### src/rtl/jk_drive_seq.sv
// jk_drive_seq: drives J/K of a downstream JK flip-flop for a commanded
// number of cycles and keeps a model of the flop's Q (exp_q).
// Optional feature macro: JK_SEQ_CHECK_EN adds a one-cycle CHECK state that
// compares q_fb against exp_q and raises a sticky mismatch flag. Without the
// macro the last DRIVE cycle returns straight to IDLE and mismatch is tied 0.
module jk_drive_seq #(
  parameter int LEN_W = 4
) (
  input  logic             clk,
  input  logic             rst_n,
  input  logic             cmd_valid,
  input  logic [1:0]       cmd_op,
  input  logic [LEN_W-1:0] cmd_len,
  input  logic             q_fb,
  input  logic             mismatch_clr,
  output logic             cmd_ready,
  output logic             j,
  output logic             k,
  output logic             busy,
  output logic             exp_q,
  output logic             done,
  output logic             mismatch
);

  typedef enum logic [1:0] {
    IDLE  = 2'd0,
    DRIVE = 2'd1
`ifdef JK_SEQ_CHECK_EN
    ,
    CHECK = 2'd2
`endif
  } state_t;

  localparam logic [LEN_W-1:0] CNT_ONE = LEN_W'(1);

  state_t           state_q, state_d;
  logic [1:0]       op_q, op_d;
  logic [LEN_W-1:0] cnt_q, cnt_d;
  logic             j_q, j_d;
  logic             k_q, k_d;
  logic             exp_q_q, exp_q_d;
  logic             done_q, done_d;

  // Next-state logic: command acceptance, drive countdown and Q model update.
  always_comb begin
    state_d = state_q;
    op_d    = op_q;
    cnt_d   = cnt_q;
    j_d     = j_q;
    k_d     = k_q;
    exp_q_d = exp_q_q;
    done_d  = 1'b0;
    case (state_q)
      IDLE: begin
        j_d = 1'b0;
        k_d = 1'b0;
        if (cmd_valid) begin
          op_d       = cmd_op;
          cnt_d      = cmd_len;
          {j_d, k_d} = cmd_op;
          state_d    = DRIVE;
`ifndef JK_SEQ_CHECK_EN
          done_d     = (cmd_len == '0);
`endif
        end
      end
      DRIVE: begin
        case (op_q)
          2'b01:   exp_q_d = 1'b0;
          2'b10:   exp_q_d = 1'b1;
          2'b11:   exp_q_d = ~exp_q_q;
          default: exp_q_d = exp_q_q;
        endcase
        if (cnt_q == '0) begin
          j_d = 1'b0;
          k_d = 1'b0;
`ifdef JK_SEQ_CHECK_EN
          state_d = CHECK;
          done_d  = 1'b1;
`else
          state_d = IDLE;
`endif
        end else begin
          cnt_d = cnt_q - CNT_ONE;
`ifndef JK_SEQ_CHECK_EN
          done_d = (cnt_q == CNT_ONE);
`endif
        end
      end
`ifdef JK_SEQ_CHECK_EN
      CHECK: begin
        state_d = IDLE;
      end
`endif
      default: begin
        state_d = IDLE;
      end
    endcase
  end

  // State and registered drive outputs, all cleared asynchronously by reset.
  always_ff @(posedge clk or negedge rst_n) begin
    if (!rst_n) begin
      state_q <= IDLE;
      op_q    <= 2'b00;
      cnt_q   <= '0;
      j_q     <= 1'b0;
      k_q     <= 1'b0;
      exp_q_q <= 1'b0;
      done_q  <= 1'b0;
    end else begin
      state_q <= state_d;
      op_q    <= op_d;
      cnt_q   <= cnt_d;
      j_q     <= j_d;
      k_q     <= k_d;
      exp_q_q <= exp_q_d;
      done_q  <= done_d;
    end
  end

`ifdef JK_SEQ_CHECK_EN
  logic mismatch_q, mismatch_d;
  logic mismatch_set;

  // Sticky mismatch: a compare failure in CHECK takes priority over a clear.
  always_comb begin
    mismatch_set = (state_q == CHECK) && (q_fb != exp_q_q);
    mismatch_d   = mismatch_set | (mismatch_q & ~mismatch_clr);
  end

  // Mismatch flag register.
  always_ff @(posedge clk or negedge rst_n) begin
    if (!rst_n) begin
      mismatch_q <= 1'b0;
    end else begin
      mismatch_q <= mismatch_d;
    end
  end

  assign mismatch = mismatch_q;
`else
  logic unused_inputs;
  assign unused_inputs = q_fb ^ mismatch_clr;
  assign mismatch      = 1'b0;
`endif

  assign cmd_ready = (state_q == IDLE);
  assign busy      = (state_q != IDLE);
  assign j         = j_q;
  assign k         = k_q;
  assign exp_q     = exp_q_q;
  assign done      = done_q;

endmodule

### config.mk
export PLATFORM = sky130hd
export DESIGN_NAME = jk_drive_seq
export DESIGN_NICKNAME = d
export VERILOG_FILES = /design/src/rtl/jk_drive_seq.sv
export SDC_FILE = /design/constraint.sdc
export NUM_CORES = 1
export LEC_CHECK = 0
export CORE_AREA = 2 2 53 50
export DETAILED_ROUTE_END_ITERATION = 10
export DIE_AREA = 0 0 55 52
export SYNTH_ARGS = -nofsm -noshare
export SYNTH_HDL_FRONTEND = slang
export SYNTH_SLANG_ARGS = --single-unit
### constraint.sdc
create_clock -name clk -period 1.4 [get_ports clk]
set_clock_uncertainty 0.15 [all_clocks]
set_input_delay 0.21 -clock clk [delete_from_list [all_inputs] [get_ports clk]]
set_output_delay 0.21 -clock clk [all_outputs]
set_load 0.01 [all_outputs]
==> flow_metrics.env <==
export IMPL_slew_violations=0
export IMPL_rows=17
export IMPL_antenna_found_initial=0
export IMPL_cp_startpoint="cnt_q[1]"
export IMPL_crit_required_ns=1.41
export IMPL_fin_ws_ns=-0.0398
export IMPL_path_delay_family="flip-flops"
export IMPL_r2r_start="cnt_q[1]"
export IMPL_grtUsageTotal_pct=11.5
export IMPL_cp_max_fo=3
export IMPL_post_dp_hpwl_um=1010
export IMPL_finalCritPeriodShare_pct=103
export IMPL_max_cap_violations=0
export IMPL_multi_input_area_um2=308
export IMPL_cts_root_buf="clkbuf_4"
export IMPL_gp_congestion=0.751
export IMPL_synth_seq_cells=11
export IMPL_finalNetCount=110
export IMPL_start_kind="flop"
export IMPL_place_ws_ns=-0.191
export IMPL_final_setup_tns_ns=-0.0728
export IMPL_fp_dieW_um=55
export IMPL_grt_max_degree=12
export IMPL_r2r_cells=4
export IMPL_r2r_slack_ns=-0.04
export IMPL_port_buffers=14
export IMPL_fp_dieH_um=52
export IMPL_worstSetupEndpoint="cnt_q[1]"
export IMPL_syn_num_nets=73
export IMPL_yosysSeqAreaShare_pct=47.3
export IMPL_wl_per_cell_um=11.4
export IMPL_rsz0062_at_grt="true"
export IMPL_syn_to_final_growth_pct=64.7
export IMPL_grt_overflow_total=0
export IMPL_dieArea_um2=2860
export IMPL_grt_pass1_wl_um=2330
export IMPL_worstSetupPathType="reg -> reg"
export IMPL_clkTransAtPathRegs_ns=0.07
export IMPL_path_depth=4
export IMPL_syn_inst=59
export IMPL_synthesis_area_um2=582
export IMPL_synth_cell_types=25
export IMPL_avgSynthCellArea_um2=9.86
export IMPL_drive_gt1_share_pct=35.8
export IMPL_numCtsBuffers=3
export IMPL_drt_iter0_drc=10
export IMPL_grt_pass1_vias=546
export IMPL_numClockSinks=11
export IMPL_status="finished, violations left"
export IMPL_fmaxAchievable_mhz=695
export IMPL_cts_max_level=1
export IMPL_arrival_ns=1.44
export IMPL_via_per_inst=4.46
export IMPL_insertion_delay_ns=0.27
export IMPL_violations="setup timing"
export IMPL_cp_num_buf_inv=1
export IMPL_drt_antenna_violating_nets=0
export IMPL_hold_violations=0
export IMPL_path_cells="inv_2 > ha_4 > a31o_1 > mux2_4"
export IMPL_min_period_ns=1.44
export IMPL_r2r_end="cnt_q[1]"
export IMPL_tritoncts="yes"
export IMPL_cts_hold_buf=0
export IMPL_min_path_type="in -> async"
export IMPL_p_leak_nw=0.455
export IMPL_power_density_nw_per_um2=1850
export IMPL_ys_warn_count=0
export IMPL_crit_slowest_cell="dfrtp_1"
export IMPL_ff_latch_area_um2=277
export IMPL_ioPinCount=18
export IMPL_endpoint_kind="flop"
export IMPL_slowest_delay_ns=0.41
export IMPL_drc=0
export IMPL_drtPass1Iterations=4
export IMPL_initial_utilization_pct=24.9
export IMPL_antennaDiodeCount=0
export IMPL_clockBufferDepth=2
export IMPL_via_count=548
export IMPL_finalWirelength_um=1400
export IMPL_setup_violations=2
export IMPL_fillers=241
export IMPL_ir_drop_mv=0.873
export IMPL_core_um2=2340
## repair_timing
item,in CTS,in global routing
gates resized for setup,10,7
endpoints found under the setup margin,10,8
pin swaps,2,2
setup buffers,5,2
## per-layer routing
metal	wire length (um)	up-vias	track usage, %
met2	653	14	18.5
met5	0	-	0
met3	95	2	5.17
met4	8	0	2.44
met1	647	258	14.0
li1	-	274	-
## worst min path at each step
| stage | from | to | slack (ns) | cells after the start |
|---|---|---|---|---|
| 2_1_floorplan | rst_n | cnt_q[0] | -0.24 | 0 |
| 3_3_place_gp | op_q[0] | exp_q | 0.30 | 1 |
| 3_5_place_dp | op_q[0] | exp_q | 0.30 | 1 |
| 4_1_cts | rst_n | exp_q | 0.09 | 2 |
| 5_1_grt | rst_n | exp_q | 0.1 | 2 |
| 6_report | rst_n | exp_q | 0.08 | 2 |
## cells by family (layout without fill, tap and decap cells)
kind of cell	count (synthesis)	in the layout	share of synthesized area, %
AO/OA/AOI/OAI	13	13	15.5
adder cells (fa/ha/maj)	3	3	6.45
buffers and inverters	8	44	6.02
flip-flops	11	11	47.3
multiplexers	3	3	6.02
other	1	1	0.645
AND/OR/NAND/NOR	20	20	18.1
## sequential cells by signal, indices dropped and copies added, names as in the netlist
| register | flops |
|---|---|
| k | 1 |
| op_q | 2 |
| j | 1 |
| state_q | 1 |
| done | 1 |
| cnt_q | 4 |
| exp_q | 1 |
## cell usage after synthesis (all sizes together)
library cell  instances  share of area (%)
a211oi                1                1.3
a21o                  1                1.3
a21oi                 2                1.7
a31o                  1                1.5
a31oi                 2                2.2
buf                   2                2.2
conb                  1               0.64
dfrtp                11                 47
ha                    3                6.5
inv                   6                3.9
mux2                  1                2.6
mux2i                 2                3.4
nand2                 9                5.8
nand2b                2                2.2
nand3b                1                1.3
nor2                  3                1.9
nor2b                 2                2.2
nor4b                 1                1.5
o21ai                 4                3.4
o221ai                1                2.6
o311ai                1                1.5
or2b                  1                1.3
or4                   1                1.9
## layout by cell type (no fill, tap or decap), drive strengths merged
master	netlist	final
nand2b	2	2
a31oi	2	2
o21ai	4	4
ha	3	3
o221ai	1	1
conb	1	1
nor2	3	3
or2b	1	1
nor2b	2	2
mux2	1	1
nand2	9	9
a21o	1	1
inv	6	6
clkbuf	0	5
mux2i	2	2
clkdlybuf4s50	0	8
dfrtp	11	11
nand3b	1	1
o311ai	1	1
nor4b	1	1
a21oi	2	2
or4	1	1
a211oi	1	1
buf	2	20
a31o	1	1
dlygate4sd2	0	5
## cell type report
cell class,count,share of cell area [%]
Sequential cell,11,28.9
Timing Repair Buffer,34,30.3
Tap cell,28,3.66
Clock buffer,4,2.74
Multi-Input combinational cell,40,32.1
Inverter,6,2.35
## where the power goes
group / switching [mW] / internal [mW]
clock: 0.110 / 0.110
sequential: 0.103 / 0.455
combinational: 0.412 / 0.579
## metrics by stage
| stage | std cells | hold slack [ns] | util [%] | total power, mW | area (um2) |
|---|---|---|---|---|---|
| 6_report | 123 | 0.0797 | 41.0 | 1.77 | 958 |
| 4_1_cts | 121 | 0.0861 | 39.4 | 1.70 | 921 |
| 2_1_floorplan | 59 | -0.236 | - | 1.03 | 594 |
| 3_5_place_dp | 112 | 0.297 | 36.5 | 1.43 | 855 |
| 3_3_place_gp | 112 | 0.298 | 36.5 | 1.42 | 855 |
| 5_1_grt | 123 | 0.0987 | 41.0 | 1.93 | 958 |
(Power assumes the default switching activity.)
